**config.mk**
```make
export PLATFORM = sky130hd
export DESIGN_NAME = md_issue_ctrl
export DESIGN_NICKNAME = d
export VERILOG_FILES = /design/src/rtl/md_pkg.sv /design/src/rtl/md_inst_decode.sv /design/src/rtl/md_issue_ctrl.sv
export SDC_FILE = /design/constraint.sdc
export NUM_CORES = 1
export LEC_CHECK = 0
export BUFFER_PORTS_ARGS = -buffer_cell sky130_fd_sc_hd__buf_2
export CORE_ASPECT_RATIO = 1.4
export CORE_MARGIN = 2
export CORE_UTILIZATION = 40
export DETAILED_ROUTE_END_ITERATION = 12
export PLACE_DENSITY = 0.55
export SLEW_MARGIN = 20
export SYNTH_ARGS = -nofsm -noshare
export SYNTH_HDL_FRONTEND = slang
export SYNTH_SLANG_ARGS = --single-unit
export TNS_END_PERCENT = 50
```
**constraint.sdc**
```tcl
create_clock -name clk -period 7.43 [get_ports clk]
set_clock_uncertainty 0.15 [all_clocks]
set_input_delay 1.486 -clock clk [delete_from_list [all_inputs] [get_ports clk]]
set_output_delay 1.486 -clock clk [all_outputs]
set_load 0.02 [all_outputs]
```
**src/rtl/md_pkg.sv**
```systemverilog
// Shared RV32IM issue-control definitions: opcodes, functional-unit and hazard encodings.
package md_pkg;

  localparam logic [6:0] OP     = 7'b0110011;
  localparam logic [6:0] OP_IMM = 7'b0010011;
  localparam logic [6:0] LOAD   = 7'b0000011;
  localparam logic [6:0] STORE  = 7'b0100011;
  localparam logic [6:0] BRANCH = 7'b1100011;
  localparam logic [6:0] LUI    = 7'b0110111;
  localparam logic [6:0] AUIPC  = 7'b0010111;
  localparam logic [6:0] JAL    = 7'b1101111;
  localparam logic [6:0] JALR   = 7'b1100111;

  localparam logic [6:0] MULDIV = 7'b0000001;

  typedef enum logic [1:0] {
    FU_ALU = 2'd0,
    FU_LSU = 2'd1,
    FU_MUL = 2'd2,
    FU_DIV = 2'd3
  } fu_e;

  typedef enum logic [1:0] {
    HZ_NONE   = 2'd0,
    HZ_RAW    = 2'd1,
    HZ_WAW    = 2'd2,
    HZ_STRUCT = 2'd3
  } hazard_e;

  function automatic int unsigned max2(input int unsigned a, input int unsigned b);
    return (a > b) ? a : b;
  endfunction

endpackage

```
**src/rtl/md_inst_decode.sv**
```systemverilog
// Combinational RV32IM decode: source usage, destination, functional unit, latency, legality.
module md_inst_decode
  import md_pkg::*;
#(
  parameter int unsigned ALU_LAT = 1,
  parameter int unsigned LD_LAT  = 2,
  parameter int unsigned MUL_LAT = 4,
  parameter int unsigned DIV_LAT = 16,
  parameter int unsigned LW      = 5
) (
  input  logic [31:0]   i_inst,
  output logic [4:0]    o_rs1,
  output logic [4:0]    o_rs2,
  output logic [4:0]    o_rd,
  output logic          o_rs1use,
  output logic          o_rs2use,
  output logic          o_has_rd,
  output fu_e           o_fu,
  output logic [LW-1:0] o_lat,
  output logic          o_illegal
);

  logic [6:0] w_opc;
  logic [2:0] w_f3;
  logic [6:0] w_f7;
  logic       w_rd_wr;

  assign w_opc = i_inst[6:0];
  assign w_f3  = i_inst[14:12];
  assign w_f7  = i_inst[31:25];
  assign o_rs1 = i_inst[19:15];
  assign o_rs2 = i_inst[24:20];
  assign o_rd  = i_inst[11:7];

  always_comb begin
    o_rs1use  = 1'b0;
    o_rs2use  = 1'b0;
    w_rd_wr   = 1'b0;
    o_fu      = FU_ALU;
    o_lat     = LW'(ALU_LAT);
    o_illegal = 1'b0;
    case (w_opc)
      OP: begin
        o_rs1use = 1'b1;
        o_rs2use = 1'b1;
        w_rd_wr  = 1'b1;
        if (w_f7 == MULDIV) begin
          o_fu  = w_f3[2] ? FU_DIV : FU_MUL;
          o_lat = w_f3[2] ? LW'(DIV_LAT) : LW'(MUL_LAT);
        end else if (!(w_f7 == 7'b0000000 ||
                       (w_f7 == 7'b0100000 && (w_f3 == 3'b000 || w_f3 == 3'b101)))) begin
          o_illegal = 1'b1;
        end
      end
      OP_IMM: begin
        o_rs1use = 1'b1;
        w_rd_wr  = 1'b1;
        if ((w_f3 == 3'b001 && w_f7 != 7'b0000000) ||
            (w_f3 == 3'b101 && w_f7 != 7'b0000000 && w_f7 != 7'b0100000))
          o_illegal = 1'b1;
      end
      LOAD: begin
        o_rs1use = 1'b1;
        w_rd_wr  = 1'b1;
        o_fu     = FU_LSU;
        o_lat    = LW'(LD_LAT);
        if (w_f3 == 3'b011 || w_f3 == 3'b110 || w_f3 == 3'b111) o_illegal = 1'b1;
      end
      STORE: begin
        o_rs1use = 1'b1;
        o_rs2use = 1'b1;
        o_fu     = FU_LSU;
        o_lat    = LW'(LD_LAT);
        if (w_f3[2] || w_f3 == 3'b011) o_illegal = 1'b1;
      end
      BRANCH: begin
        o_rs1use = 1'b1;
        o_rs2use = 1'b1;
        if (w_f3 == 3'b010 || w_f3 == 3'b011) o_illegal = 1'b1;
      end
      LUI, AUIPC, JAL: w_rd_wr = 1'b1;
      JALR: begin
        o_rs1use = 1'b1;
        w_rd_wr  = 1'b1;
        if (w_f3 != 3'b000) o_illegal = 1'b1;
      end
      default: o_illegal = 1'b1;
    endcase
  end

  assign o_has_rd = w_rd_wr && (o_rd != 5'd0);

endmodule

```
**src/rtl/md_issue_ctrl.sv**
```systemverilog
// Scoreboard issue control for the ID stage: per-register pending counters,
// write-back port reservations and divider occupancy decide issue/stall each cycle.
module md_issue_ctrl
  import md_pkg::*;
#(
  parameter int unsigned NREG    = 32,
  parameter int unsigned ALU_LAT = 1,
  parameter int unsigned LD_LAT  = 2,
  parameter int unsigned MUL_LAT = 4,
  parameter int unsigned DIV_LAT = 16
) (
  input  logic            clk,
  input  logic            rst,
  input  logic            valid_i,
  input  logic [31:0]     inst_i,
  input  logic            flush_i,
  output logic            issue_o,
  output logic            stall_o,
  output logic [1:0]      hazard_type_o,
  output logic [1:0]      fu_sel_o,
  output logic            illegal_o,
  output logic            wb_valid_o,
  output logic [NREG-1:0] pending_o
);

  localparam int unsigned MAX_LAT = max2(max2(ALU_LAT, LD_LAT), max2(MUL_LAT, DIV_LAT));
  localparam int unsigned CW      = $clog2(MAX_LAT + 1);

  logic [CW-1:0]      r_cnt [NREG];
  logic [MAX_LAT-1:0] r_wb;
  logic [CW-1:0]      r_div_cnt;

  logic [4:0]         w_rs1, w_rs2, w_rd;
  logic               w_rs1use, w_rs2use, w_has_rd, w_illegal;
  fu_e                w_fu;
  logic [CW-1:0]      w_lat;
  logic [CW-1:0]      w_cnt_rs1, w_cnt_rs2, w_cnt_rd;
  logic [MAX_LAT-1:0] w_slot, w_wb_shift;
  logic               w_chk, w_raw, w_waw, w_struct;
  hazard_e            w_haz;

  md_inst_decode #(
    .ALU_LAT (ALU_LAT),
    .LD_LAT  (LD_LAT),
    .MUL_LAT (MUL_LAT),
    .DIV_LAT (DIV_LAT),
    .LW      (CW)
  ) u_dec (
    .i_inst    (inst_i),
    .o_rs1     (w_rs1),
    .o_rs2     (w_rs2),
    .o_rd      (w_rd),
    .o_rs1use  (w_rs1use),
    .o_rs2use  (w_rs2use),
    .o_has_rd  (w_has_rd),
    .o_fu      (w_fu),
    .o_lat     (w_lat),
    .o_illegal (w_illegal)
  );

  always_comb begin
    w_cnt_rs1 = '0;
    w_cnt_rs2 = '0;
    w_cnt_rd  = '0;
    for (int unsigned r = 0; r < NREG; r++) begin
      if (w_rs1 == 5'(r)) w_cnt_rs1 = r_cnt[r];
      if (w_rs2 == 5'(r)) w_cnt_rs2 = r_cnt[r];
      if (w_rd  == 5'(r)) w_cnt_rd  = r_cnt[r];
    end
  end

  // The new write-back lands L cycles from now, i.e. slot L-1 of the already-shifted vector.
  always_comb begin
    w_slot = '0;
    for (int unsigned k = 0; k < MAX_LAT; k++) w_slot[k] = (w_lat == CW'(k + 1));
  end
  assign w_wb_shift = r_wb >> 1;

  assign w_chk    = valid_i && !flush_i && !w_illegal && !rst;
  assign w_raw    = (w_rs1use && w_cnt_rs1 > CW'(1)) || (w_rs2use && w_cnt_rs2 > CW'(1));
  assign w_waw    = w_has_rd && (w_cnt_rd > w_lat);
  assign w_struct = (w_has_rd && |(w_slot & w_wb_shift)) ||
                    (w_fu == FU_DIV && r_div_cnt > CW'(1));

  always_comb begin
    w_haz = HZ_NONE;
    if (w_chk) begin
      if (w_raw)         w_haz = HZ_RAW;
      else if (w_waw)    w_haz = HZ_WAW;
      else if (w_struct) w_haz = HZ_STRUCT;
    end
  end

  assign stall_o       = (w_haz != HZ_NONE);
  assign issue_o       = w_chk && !stall_o;
  assign hazard_type_o = w_haz;
  assign fu_sel_o      = w_fu;
  assign illegal_o     = w_illegal;
  assign wb_valid_o    = r_wb[0] && !rst;

  always_comb begin
    pending_o = '0;
    for (int unsigned r = 0; r < NREG; r++) pending_o[r] = (r_cnt[r] != '0) && !rst;
  end

  always_ff @(posedge clk) begin
    if (rst) begin
      for (int unsigned r = 0; r < NREG; r++) r_cnt[r] <= '0;
      r_wb      <= '0;
      r_div_cnt <= '0;
    end else begin
      for (int unsigned r = 0; r < NREG; r++) begin
        if (issue_o && w_has_rd && w_rd == 5'(r)) r_cnt[r] <= w_lat;
        else if (r_cnt[r] != '0)                  r_cnt[r] <= r_cnt[r] - CW'(1);
      end
      r_wb <= w_wb_shift | ((issue_o && w_has_rd) ? w_slot : '0);
      if (issue_o && w_fu == FU_DIV) r_div_cnt <= CW'(DIV_LAT);
      else if (r_div_cnt != '0)      r_div_cnt <= r_div_cnt - CW'(1);
    end
  end

endmodule

```
==> results of run 1 <==
[critical path, delay by kind of cell]
| kind | cells | cell delay [ns] |
|---|---|---|
| mux | 1 | 0.54 |
| compound gates | 8 | 1.33 |
| simple gates | 5 | 0.88 |
| fa+ha+maj | 1 | 0.32 |
| buf+inv | 4 | 0.87 |
[final cells by class]
type | instances | area [sq um]
multi-input combinational | 1477 | 10100
clock buffer | 18 | 429
sequential | 181 | 5230
antenna | 1 | 2.50
fill | 4158 | 23000
tap | 540 | 676
clock inverter | 14 | 139
timing repair buffer | 146 | 948
inverter | 121 | 454
[cell usage after synthesis (all sizes together), types with 29 or more instances]
master,count
buf,84
mux2i,74
nor3,84
clkbuf,72
nand2,120
ha,38
o211ai,52
a21oi,90
xor2,42
nor2,179
o22ai,29
o21ai,107
nor2b,39
and3,34
a211oi,31
nand3,69
inv,120
edfxtp,160
nand2b,33
[registers in the layout (all words and copies together), names as in the netlist]
name / flops
r_cnt: 160
r_wb: 16
r_div_cnt: 5
[through the flow]
stage	hold WS, ns	std cells	area, sq um	utilization
6_report	0.291	2498	18000	0.439
5_1_grt	0.313	2497	18000	0.439
4_1_cts	0.300	2497	18000	0.439
3_5_place_dp	0.275	2465	17400	0.425
3_3_place_gp	0.276	2465	17400	0.425
2_1_floorplan	0.264	1935	16500	-
[worst min path at each step]
| stage | start | end | cells after the start | slack (ns) |
|---|---|---|---|---|
| 3_5_place_dp | r_wb[13]$_SDFF_PP0_ | r_wb[12]$_SDFF_PP0_ | 1 | 0.28 |
| 5_1_grt | r_wb[7]$_SDFF_PP0_ | r_wb[6]$_SDFF_PP0_ | 1 | 0.31 |
| 2_1_floorplan | r_wb[11]$_SDFF_PP0_ | r_wb[10]$_SDFF_PP0_ | 1 | 0.26 |
| 4_1_cts | r_wb[5]$_SDFF_PP0_ | r_wb[4]$_SDFF_PP0_ | 1 | 0.30 |
| 3_3_place_gp | r_wb[7]$_SDFF_PP0_ | r_wb[6]$_SDFF_PP0_ | 1 | 0.28 |
| 6_report | r_wb[7]$_SDFF_PP0_ | r_wb[6]$_SDFF_PP0_ | 1 | 0.29 |
[power by group]
group | switching, uW | total, uW | leakage [uW] | internal [uW]
clock | 470 | 914 | 0.000281 | 444
combinational | 1630 | 2770 | 0.00466 | 1150
sequential | 961 | 2690 | 0.00198 | 1730
[cells by family after synthesis]
kind of cell | count (synthesis)
buffers and inverters | 277
adder cells (fa/ha/maj) | 38
XOR/XNOR | 67
flip-flops | 181
multiplexers | 114
AND/OR/NAND/NOR | 731
AO/OA/AOI/OAI | 527
[metal layers]
metal  up-vias  global-route usage  wire length [um]
met3       308              0.0605              4760
met1      8142               0.389             27200
li1       7328                   -                 -
met2       870               0.579             35800
met5         -                   0                 9
met4         2               0.316              7970
==> results.md, run 1 <==
Finish:
- The most common cell after layout, fill and taps aside is sky130_fd_sc_hd__nor2_1.
- In the layout the commonest cells are sky130_fd_sc_hd__nor2_1 (176), sky130_fd_sc_hd__edfxtp_1 (160), sky130_fd_sc_hd__nand2_1 (118).
- The area added between synthesis and finish is 8.78%.
- The share of layout cells above drive strength 1 is 0.155.
- The net count of the finished layout is between 2000 and 2500.

Logic synthesis:
- Counting every instance in the synthesized netlist gives 1935.
- Synthesis instantiated 111 different standard cells from the library.
- Of the synthesized area, sequential elements account for 0.316.
- By area the synthesized netlist is led by sky130_fd_sc_hd__edfxtp_1 (29%), sky130_fd_sc_hd__mux2i_1 (4.5%), sky130_fd_sc_hd__nor2_1 (4.0%).
- The post-synthesis share of cell area spent on full adders, half adders and majority gates is 0.0288.
- The main combinational cell family by area after synthesis is simple AND/OR/NAND/NOR gates.
- When the netlist entered floorplanning its net count stood at 2009.
- For this run, the number of Yosys warnings is 0.
- The basic-gate share of the synthesized area counting and, or, nand and nor cells is 0.243.
- The area of the mapped netlist is roughly 0.017 sq mm.
- The mux cell area share after synthesis is 0.0816.
- Of the total synthesized cell area, the portion taken by XOR and XNOR cells is 0.0355.
- The flop and latch count out of synthesis is 181.
- The complex-gate fraction of the synthesized area is 0.223.
- The fraction of registers with async set/reset is 0.
- The cell type contributing the most total cell area after synthesis is sky130_fd_sc_hd__edfxtp_1.
- The share of Yosys cell area claimed by the top area cell type is 0.291.
- A synthesized cell averages 8.55 sq um.
- The most common flop cell mapped by yosys is sky130_fd_sc_hd__edfxtp_1.
- The number of enable flip-flop cells after synthesis is 160.

Critical path:
- STA puts the critical path data required time at just under 6 ns.
- In this run the worst path has a maximum fanout of 20.
- The startpoint identified for the worst register-to-register timing path is r_cnt[0][51]$_SDFFCE_PN0P_.
- Traced cell by cell, the critical path runs through buf_2 -> buf_4 -> buf_4 -> mux4_2 -> nand2_1 -> o21ai_0 -> o21ai_0 -> o211ai_1 -> o221ai_1 -> a32oi_1 -> ha_1 -> nor2b_1 -> o21ai_0 -> nand2_1 -> a22oi_1 -> o22ai_1 -> or3_4 -> nor3_1 -> buf_2.
- The most critical setup path has its endpoint at issue_o.
- The delay of the slowest cell on the worst path is around 0.54 ns.
- STA classifies the critical path startpoint as an input port.
- In this run the critical register-to-register path is captured at r_cnt[0][25]$_SDFFCE_PN0P_.
- The type of the setup path with the least slack is in2out.
- The setup slack of the most critical reg-to-reg path is 1.80 ns.
- The worst-path cell with the longest stage delay is sky130_fd_sc_hd__mux4_2.
- The arrival time at the worst endpoint is 5.43 ns.
- The cell that appears most often on the critical path is sky130_fd_sc_hd__o21ai_0.
- STA classifies the critical path endpoint as an output port.
- In this run the worst setup path begins at inst_i[7].
- The depth of the worst register-to-register path is 23.

Timing:
- After routing, the total negative slack on setup checks comes to 0 ns.
- The number of hold violations in the final report is 0.
- The max-slew violation count is 0.
- The shortest period the worst path allows is roughly 7.1 ns.
- The ratio of final minimum period to clock period is 0.951.
- Static timing analysis puts the maximum clock frequency at 142 MHz.
- The worst setup slack after layout is 0.367 ns.
- The relative slew slack is 0.340.
- Setup repair after global routing left no endpoint under its margin.
- At the pin with the least slew margin, the transition time is 0.980 ns.
- Setup violations remaining at the end of the flow were counted as 0.

GRT:
- The number of global-route vias before repair was 16200.
- The overall track demand over capacity in global routing is 0.352.
- The pin count of the biggest net entering global routing is 47.
- After global routing the overflow that remains totals 0.
- The wire length of the first global-routing pass is approximately 110 mm.
- The number of antenna violations at the first check in global routing was 1.

Die:
- The effective utilization at floorplan is 0.404.
- In this run the count of I/O pins placed on the die edge is 76.
- The die is 176 um wide.
- The die covers 0.0430 sq mm.
- The die is 245 um tall.
- Row generation in the floorplan step produced 88 rows.
- The core area is 0.0410 sq mm.

Clock network:
- In this run, post-CTS repair resized a total of 0 instances.
- The maximum buffer depth of the clock tree is 2.
- CTS placed an instance of sky130_fd_sc_hd__clkbuf_16 at the clock tree root.
- The number of setup buffers added after CTS is 0.
- The total CTS buffers is 17.
- The H-tree was split into 4 levels.
- Clock latency on the worst-skew pair, taken at its later pin, is 0.50 ns.
- The CTS tree is done.
- The number of hold buffers added after CTS was 0.
- Clock-pin slew was measured on the worst setup and hold paths at ~0.07 ns.
- CTS saw 181 sinks.

Detailed routing:
- The average detailed-routed wire length per instance is about 30 um.
- The remaining routing DRC violations is 0.
- The ratio of routed vias to standard cells is 6.67.
- The total number of vias is 16700.
- The violation count after the first detailed-route iteration is 1774.
- The total wire length is 75.7 mm.
- The count of nets left with antenna violations after detail routing is 0.
- The pre-antenna-repair detailed-routing pass consisted of 6 iterations.

Power and ir drop:
- The power per unit of standard cell area is 354 mW/mm^2.
- The completed layout was analyzed and its total power is between 6000 and 7000 uW.
- For this design the static power due to leakage is 0.00693 uW.
- VDD sags by at most around 0.18 mV.

Min path:
- The type of the tightest min-delay check is reg2reg.

Outcome:
- The run finished with clean final reports.

Placement:
- Detailed placement ended at an HPWL of roughly 58 mm.
- During placement, the flow inserted port buffers numbering 75.
- Prior to clock tree synthesis, the placed netlist has a worst setup slack of 0.282 ns.
- The final weighted congestion of routability-driven global placement is 1.02.

Run:
- The max-capacitance violation count is 0.
No activity file was read; power rests on OpenSTA's default activity.
==> run 2, diff against run 1 <==
- CORE_MARGIN: 2 -> 4
- MAX_ROUTING_LAYER: default -> met4
==> results.md, run 2 (synthesized netlist as in run 1, its figures left out) <==
Clock network:
- The CTS tree is done (unchanged).
- The CTS sink count came to 181 (unchanged).
- The insertion delay to the later sink of the worst-skew pair is 0.49 ns (was 0.50 ns).
- The clock transition time at the flip-flop clock pins of the worst setup and hold paths is 0.07 ns (about the same).
- The number of hold-repair buffers added at the cts stage was 0 (unchanged).
- The cell at the root of the clock tree is sky130_fd_sc_hd__clkbuf_16 (unchanged).
- The total CTS buffers is 17 (unchanged).
- The maximum buffer depth of the clock tree is 2 (unchanged).
- The count of H-tree levels built during CTS was 4 (unchanged).

Critical path:
- The type of the setup path with the least slack is in2out (unchanged).
- The largest fanout of any net on the critical path was 19 (was 20).
- The sort of element at the start of the critical path is an input port (unchanged).
- The arrival time at the worst endpoint was 5.42 ns (was 5.43 ns).
- The endpoint required time on the critical path is 5.79 ns (about the same).
- The sort of element at the end of the critical path is an output port (unchanged).

Die:
- The row count is 87 (was 88).
- The total I/O pin count was 76 (unchanged).
- The effective utilization at floorplan is 0.407 (was 0.404).
- The core area is 0.0406 sq mm (was 0.0410 sq mm).
- The chip width was 180 um (was 176 um).
- The vertical die dimension is 249 um (was 245 um).
- The die footprint is 0.0447 sq mm (was 0.0430 sq mm).

Finish:
- The area added between synthesis and finish is 8.75% (was 8.78%).
- The count of nets after finishing is 2016 (was 2018).
- The share of layout cells above drive strength 1 came to 0.156 (was 0.155).
- Largest registers: r_cnt (160), r_wb (16), r_div_cnt (5) (unchanged).
- The number of flip-flops in the largest register is 160 (unchanged).
- The most common cell after layout, fill and taps aside is sky130_fd_sc_hd__nor2_1 (unchanged).
- The utilization of the core after routing is 0.443 (was 0.439).
- The count of fill cells added during filler insertion is 4084 (was 4158).
- Leading cell types in the layout, fill and taps excluded: sky130_fd_sc_hd__nor2_1 (173), sky130_fd_sc_hd__edfxtp_1 (160), sky130_fd_sc_hd__nand2_1 (118) (was sky130_fd_sc_hd__nor2_1 (176), sky130_fd_sc_hd__edfxtp_1 (160), sky130_fd_sc_hd__nand2_1 (118)).
- The register bank with the most flops is r_cnt (unchanged).

Detailed routing:
- The total wire length is 77.7 mm (was 75.7 mm).
- The ratio of routed vias to standard cells is 6.75 (was 6.67).
- The total number of vias is 16800 (was 16700).
- The count of nets left with antenna violations after detail routing is 0 (unchanged).
- The remaining routing DRC violations is 0 (unchanged).
- The average detailed-routed wire length per instance is 31.2 um (was 30.3 um).
- The number of search-and-repair iterations in the first detailed-routing pass is 6 (unchanged).
- The violation count after the first detailed-route iteration is 1748 (was 1774).

GRT:
- The wire length of the first global-routing pass is 112 mm (was 110 mm).
- The pin count of the biggest net entering global routing came to 73 (was 47).
- The number of antenna violations at the first check in global routing is 4 (was 1).
- The overall track demand over capacity in global routing came to 0.344 (was 0.352).
- The global-route congestion overflow total is 0 (unchanged).
- The number of global-route vias before repair came to 16300 (was 16200).

Power and ir drop:
- The power per unit of standard cell area is 357 mW/mm^2 (was 354 mW/mm^2).
- The maximum ir drop on the vdd rail came to 0.199 mV (was 0.178 mV).
- The leakage power came to 0.00693 uW (about the same).
- The total power of the final layout is 6420 uW (was 6380 uW).

Timing:
- The max-slew violation count was 0 (unchanged).
- The slew at the pin closest to its max-slew limit is 1.19 ns (was 0.980 ns).
- The number of hold violations in the final report is 0 (unchanged).
- The maximum clock frequency was 142 MHz (about the same).
- The relative slew slack is 0.197 (was 0.340).
- RSZ-0062 raised after global routing: no (unchanged).
- The shortest period the worst path allows is 7.06 ns (about the same).
- The final-layout setup total negative slack is 0 ns (unchanged).
- The setup-violating endpoint count in the final report is 0 (unchanged).
- The ratio of final minimum period to clock period was 0.950 (was 0.951).

Placement:
- The count of input and output buffers was 75 (unchanged).
- The detailed placement HPWL is 59.6 mm (was 57.6 mm).
- The final weighted congestion of routability-driven global placement is 1.06 (was 1.02).

Run:
- The max-capacitance violation count was 0 (unchanged).

Min path:
- The type of the tightest min-delay check was reg2reg (unchanged).

Outcome:
- Outcome: finished, final reports clean (unchanged).
## run 2: cell count changes in the layout (fill, tap and decap cells not counted), sizes merged
cell    change
buf         -3
clkbuf      +1
inv         +4
clkinv      -4
diode       +2
## run 2: critical path, stage by stage
cell                       delay [ns]
sky130_fd_sc_hd__buf_2           0.24
sky130_fd_sc_hd__or3b_2          0.54
sky130_fd_sc_hd__nor2_2          0.20
sky130_fd_sc_hd__a22oi_1         0.12
sky130_fd_sc_hd__o41a_1          0.14
sky130_fd_sc_hd__o32a_1          0.18
sky130_fd_sc_hd__o22ai_1         0.13
sky130_fd_sc_hd__o21ai_0         0.13
sky130_fd_sc_hd__a32oi_1         0.20
sky130_fd_sc_hd__nor2_1          0.11
sky130_fd_sc_hd__a31oi_1         0.15
sky130_fd_sc_hd__ha_1            0.20
sky130_fd_sc_hd__o211ai_1        0.16
sky130_fd_sc_hd__a2111o_1        0.44
sky130_fd_sc_hd__a311oi_2        0.36
sky130_fd_sc_hd__nor2_1          0.11
sky130_fd_sc_hd__a21oi_1         0.26
sky130_fd_sc_hd__a21oi_1         0.10
sky130_fd_sc_hd__buf_2           0.18
## run 2: final timing paths
check	depth (start not counted)	to	startpoint	slack, ns
hold reg to reg	1	r_wb[2]$_SDFF_PP0_	r_wb[3]$_SDFF_PP0_	0.29
hold / removal	1	r_wb[2]$_SDFF_PP0_	r_wb[3]$_SDFF_PP0_	0.29
setup reg to reg	21	r_cnt[1][53]$_SDFFCE_PP0P_	r_cnt[0][4]$_SDFFCE_PN0P_	1.56
setup / recovery	19	hazard_type_o[0]	inst_i[10]	0.37
## run 2: stage by stage
| stage | cells | setup slack (ns) | area, sq um | hold slack, ns |
|---|---|---|---|---|
| 2_1_floorplan | 1935 | 0.253 | 16500 | 0.264 |
| 3_3_place_gp | 2457 | 0.132 | 17400 | 0.279 |
| 3_5_place_dp | 2457 | 0.0649 | 17400 | 0.277 |
| 4_1_cts | 2489 | 0.211 | 18000 | 0.295 |
| 5_1_grt | 2492 | 0.0527 | 18000 | 0.312 |
| 6_report | 2492 | 0.373 | 18000 | 0.292 |
## run 2: power breakdown
group          internal [uW]  total (uW)  switching [uW]
clock                    464         929             465
combinational           1150        2800            1650
sequential              1730        2690             964
total                   3340        6420            3080
## run 2: metal layers
layer  GRT usage  vias to the layer above  wire (um)
li1            -                     7351          -
met1       0.372                     8201      27900
met2       0.561                      928      36800
met3      0.0547                      351       5050
met4       0.273                        0       7910
met5           -                        -          0
## run 2: repair_timing
item / in CTS / in global routing
setup buffers: 0 / 0
hold endpoints to repair: 0 / 0
gates resized for setup: 0 / 5
setup endpoints to repair: 0 / 4
## run 2: layout make-up
| type | count | area, sq um | share of cell area |
|---|---|---|---|
| multi-input cells | 1477 | 10100 | 0.563 |
| flip-flops and latches | 181 | 5230 | 0.291 |
| repair buffers | 144 | 936 | 0.0520 |
| well taps | 534 | 668 | 0.0372 |
| inverters | 121 | 454 | 0.0253 |
| clock buffers | 18 | 450 | 0.0250 |
| clock inverters | 14 | 126 | 0.00703 |
| diodes | 3 | 7.51 | 0.000417 |
==> run 3, diff against run 2 <==
- PLACE_DENSITY: 0.55 -> 0.54
==> results.md, run 3 (synthesized netlist as in run 1, its figures left out) <==
Placement:
- The detailed placement HPWL came to 59.5 mm (was 59.6 mm).
- The count of input and output buffers is 75 (unchanged).
- The worst-case setup slack after placement was 0.0307 ns (was 0.0649 ns).
- The final weighted congestion of routability-driven global placement is 1.07 (was 1.06).

Clock network:
- The clock transition time at the flip-flop clock pins of the worst setup and hold paths is 0.08 ns (was 0.07 ns).
- The CTS tree was done (unchanged).
- The CTS sink count came to 181 (unchanged).
- The insertion delay to the later sink of the worst-skew pair is 0.48 ns (was 0.49 ns).
- The cell at the root of the clock tree is sky130_fd_sc_hd__clkbuf_16 (unchanged).
- The count of H-tree levels built during CTS came to 4 (unchanged).
- The total CTS buffers is 17 (unchanged).
- The maximum buffer depth of the clock tree is 2 (unchanged).
- The number of buffers inserted to repair setup after CTS is 0 (unchanged).

Finish:
- Largest registers: r_cnt (160), r_wb (16), r_div_cnt (5) (unchanged).
- Leading cell types in the layout, fill and taps excluded: sky130_fd_sc_hd__nor2_1 (175), sky130_fd_sc_hd__edfxtp_1 (160), sky130_fd_sc_hd__nand2_1 (118) (was sky130_fd_sc_hd__nor2_1 (173), sky130_fd_sc_hd__edfxtp_1 (160), sky130_fd_sc_hd__nand2_1 (118)).
- The number of flip-flops in the largest register was 160 (unchanged).
- The most common cell after layout, fill and taps aside is sky130_fd_sc_hd__nor2_1 (unchanged).
- The utilization of the core after routing came to 0.444 (was 0.443).
- The count of nets after finishing is 2020 (was 2016).
- The area added between synthesis and finish is 9.13% (was 8.75%).
- The share of layout cells above drive strength 1 came to 0.156 (about the same).
- The register bank with the most flops is r_cnt (unchanged).

Die:
- The total I/O pin count is 76 (unchanged).
- The row count is 87 (unchanged).
- The vertical die dimension is 249 um (unchanged).
- The die footprint came to 0.0447 sq mm (unchanged).
- The core area is 0.0406 sq mm (unchanged).
- The effective utilization at floorplan is 0.407 (unchanged).
- The chip width is 180 um (unchanged).

Critical path:
- List of cells traversed by the critical path: buf_2 -> nor3b_1 -> a31oi_1 -> o221a_2 -> o41a_1 -> o32a_1 -> o22ai_1 -> o21ai_0 -> a32oi_1 -> nor2_1 -> a31oi_1 -> ha_1 -> o211ai_1 -> a2111o_1 -> a311oi_4 -> or3_4 -> nor2_4 -> a21oi_1 -> buf_2 (was buf_2 -> or3b_2 -> nor2_2 -> a22oi_1 -> o41a_1 -> o32a_1 -> o22ai_1 -> o21ai_0 -> a32oi_1 -> nor2_1 -> a31oi_1 -> ha_1 -> o211ai_1 -> a2111o_1 -> a311oi_2 -> nor2_1 -> a21oi_1 -> a21oi_1 -> buf_2).
- The critical path startpoint is inst_i[7] (was inst_i[10]).
- The instance count on the critical path is 19 (unchanged).
- The reg-to-reg critical path startpoint is r_cnt[0][17]$_SDFFCE_PN0P_ (was r_cnt[0][4]$_SDFFCE_PN0P_).
- The sort of element at the start of the critical path is an input port (unchanged).
- The endpoint required time on the critical path is 5.79 ns (about the same).
- The largest fanout of any net on the critical path came to 12 (was 19).
- The type of the setup path with the least slack is in2out (unchanged).
- The critical register-to-register path endpoint is r_cnt[0][56]$_SDFFCE_PN0P_ (was r_cnt[1][53]$_SDFFCE_PP0P_).
- The sort of element at the end of the critical path is an output port (unchanged).
- The depth of the worst register-to-register path is 20 (was 21).
- The kind of cell adding the most delay to the critical path was compound AO/OA/AOI/OAI gates (unchanged).
- The delay of the slowest cell on the worst path is 0.48 ns (was 0.54 ns).
- The setup slack of the most critical reg-to-reg path is 1.55 ns (was 1.56 ns).
- The worst-path cell with the longest stage delay is sky130_fd_sc_hd__a2111o_1 (was sky130_fd_sc_hd__or3b_2).
- The arrival time at the worst endpoint was 5.44 ns (was 5.42 ns).
- The critical path capture point is stall_o (was hazard_type_o[0]).
- The number of buffers and inverters on the critical path came to 2 (unchanged).

Timing:
- The relative slew slack came to 0.252 (was 0.197).
- RSZ-0062 raised after global routing: no (unchanged).
- The max-slew violation count came to 0 (unchanged).
- The number of hold violations in the final report is 0 (unchanged).
- The worst setup slack after layout was 0.354 ns (was 0.373 ns).
- The slew at the pin closest to its max-slew limit came to 1.11 ns (was 1.19 ns).
- The final worst hold slack is 0.290 ns (was 0.292 ns).
- The setup-violating endpoint count in the final report is 0 (unchanged).
- The ratio of final minimum period to clock period is 0.952 (was 0.950).
- The maximum clock frequency is 141 MHz (was 142 MHz).
- The final-layout setup total negative slack is 0 ns (unchanged).
- The shortest period the worst path allows came to 7.08 ns (was 7.06 ns).

GRT:
- The number of global-route vias before repair is 16300 (about the same).
- The overall track demand over capacity in global routing was 0.342 (was 0.344).
- The number of antenna violations at the first check in global routing is 1 (was 4).
- The global-route congestion overflow total is 0 (unchanged).
- The wire length of the first global-routing pass is 111 mm (was 112 mm).
- The pin count of the biggest net entering global routing is 67 (was 73).

Power and ir drop:
- The total power of the final layout was 6400 uW (was 6420 uW).
- The maximum ir drop on the vdd rail was 0.179 mV (was 0.199 mV).
- The power per unit of standard cell area is 354 mW/mm^2 (was 357 mW/mm^2).
- The leakage power came to 0.00696 uW (was 0.00693 uW).

Outcome:
- Outcome: finished, final reports clean (unchanged).

Detailed routing:
- The average detailed-routed wire length per instance is 30.8 um (was 31.2 um).
- The count of nets left with antenna violations after detail routing came to 0 (unchanged).
- The total wire length came to 76.9 mm (was 77.7 mm).
- The number of search-and-repair iterations in the first detailed-routing pass is 6 (unchanged).
- The total number of vias is 16800 (about the same).
- The remaining routing DRC violations came to 0 (unchanged).
- The violation count after the first detailed-route iteration was 1826 (was 1748).
- The ratio of routed vias to standard cells is 6.74 (was 6.75).

Min path:
- The type of the tightest min-delay check is reg2reg (unchanged).

Run:
- The max-capacitance violation count is 0 (unchanged).
run 3: cell count changes in the layout (fill, tap and decap cells not counted), sizes merged:
cell	previous run	this run
buf	143	148
clkbuf	19	23
inv	132	128
diode	3	1
clkinv	3	2
run 3: worst min path at each step:
stage / startpoint / end / depth (start not counted)
after floorplan: r_wb[11]$_SDFF_PP0_ / r_wb[10]$_SDFF_PP0_ / 1
after global placement: r_wb[6]$_SDFF_PP0_ / r_wb[5]$_SDFF_PP0_ / 1
after detailed placement: r_wb[3]$_SDFF_PP0_ / r_wb[2]$_SDFF_PP0_ / 1
after CTS: r_wb[5]$_SDFF_PP0_ / r_wb[4]$_SDFF_PP0_ / 1
after global routing: r_wb[15]$_SDFF_PP0_ / r_wb[14]$_SDFF_PP0_ / 1
final: r_wb[5]$_SDFF_PP0_ / r_wb[4]$_SDFF_PP0_ / 1
run 3: power breakdown:
part           total (uW)  switching [uW]  internal [uW]
sequential           2680             953           1730
combinational        2780            1630           1150
clock                 942             438            504
run 3: through the flow:
stage,area (sq um),cells
after floorplan,16500,1935
after global placement,17400,2461
after detailed placement,17400,2461
after CTS,18000,2493
after global routing,18000,2494
final,18000,2494
run 3: final cells by class:
cell class	instances	area, sq um
Multi-Input combinational cell	1477	10100
Inverter	121	454
Fill cell	4122	22600
Sequential cell	181	5230
Antenna cell	1	2.50
Timing Repair Buffer	148	976
Clock inverter	9	76.3
Clock buffer	23	519
Tap cell	534	668
run 3: layer usage:
layer	track usage	routed length [um]	vias up
li1	-	-	7330
met1	0.372	27700	8189
met3	0.0436	4490	349
met4	0.282	8190	0
met2	0.558	36500	935
met5	-	0	-
run 3: timing repair:
action                     4_1_cts  5_1_grt
hold buffers                     0        0
setup endpoints to repair        0        4
hold endpoints to repair         0        0
resized for setup                0        3
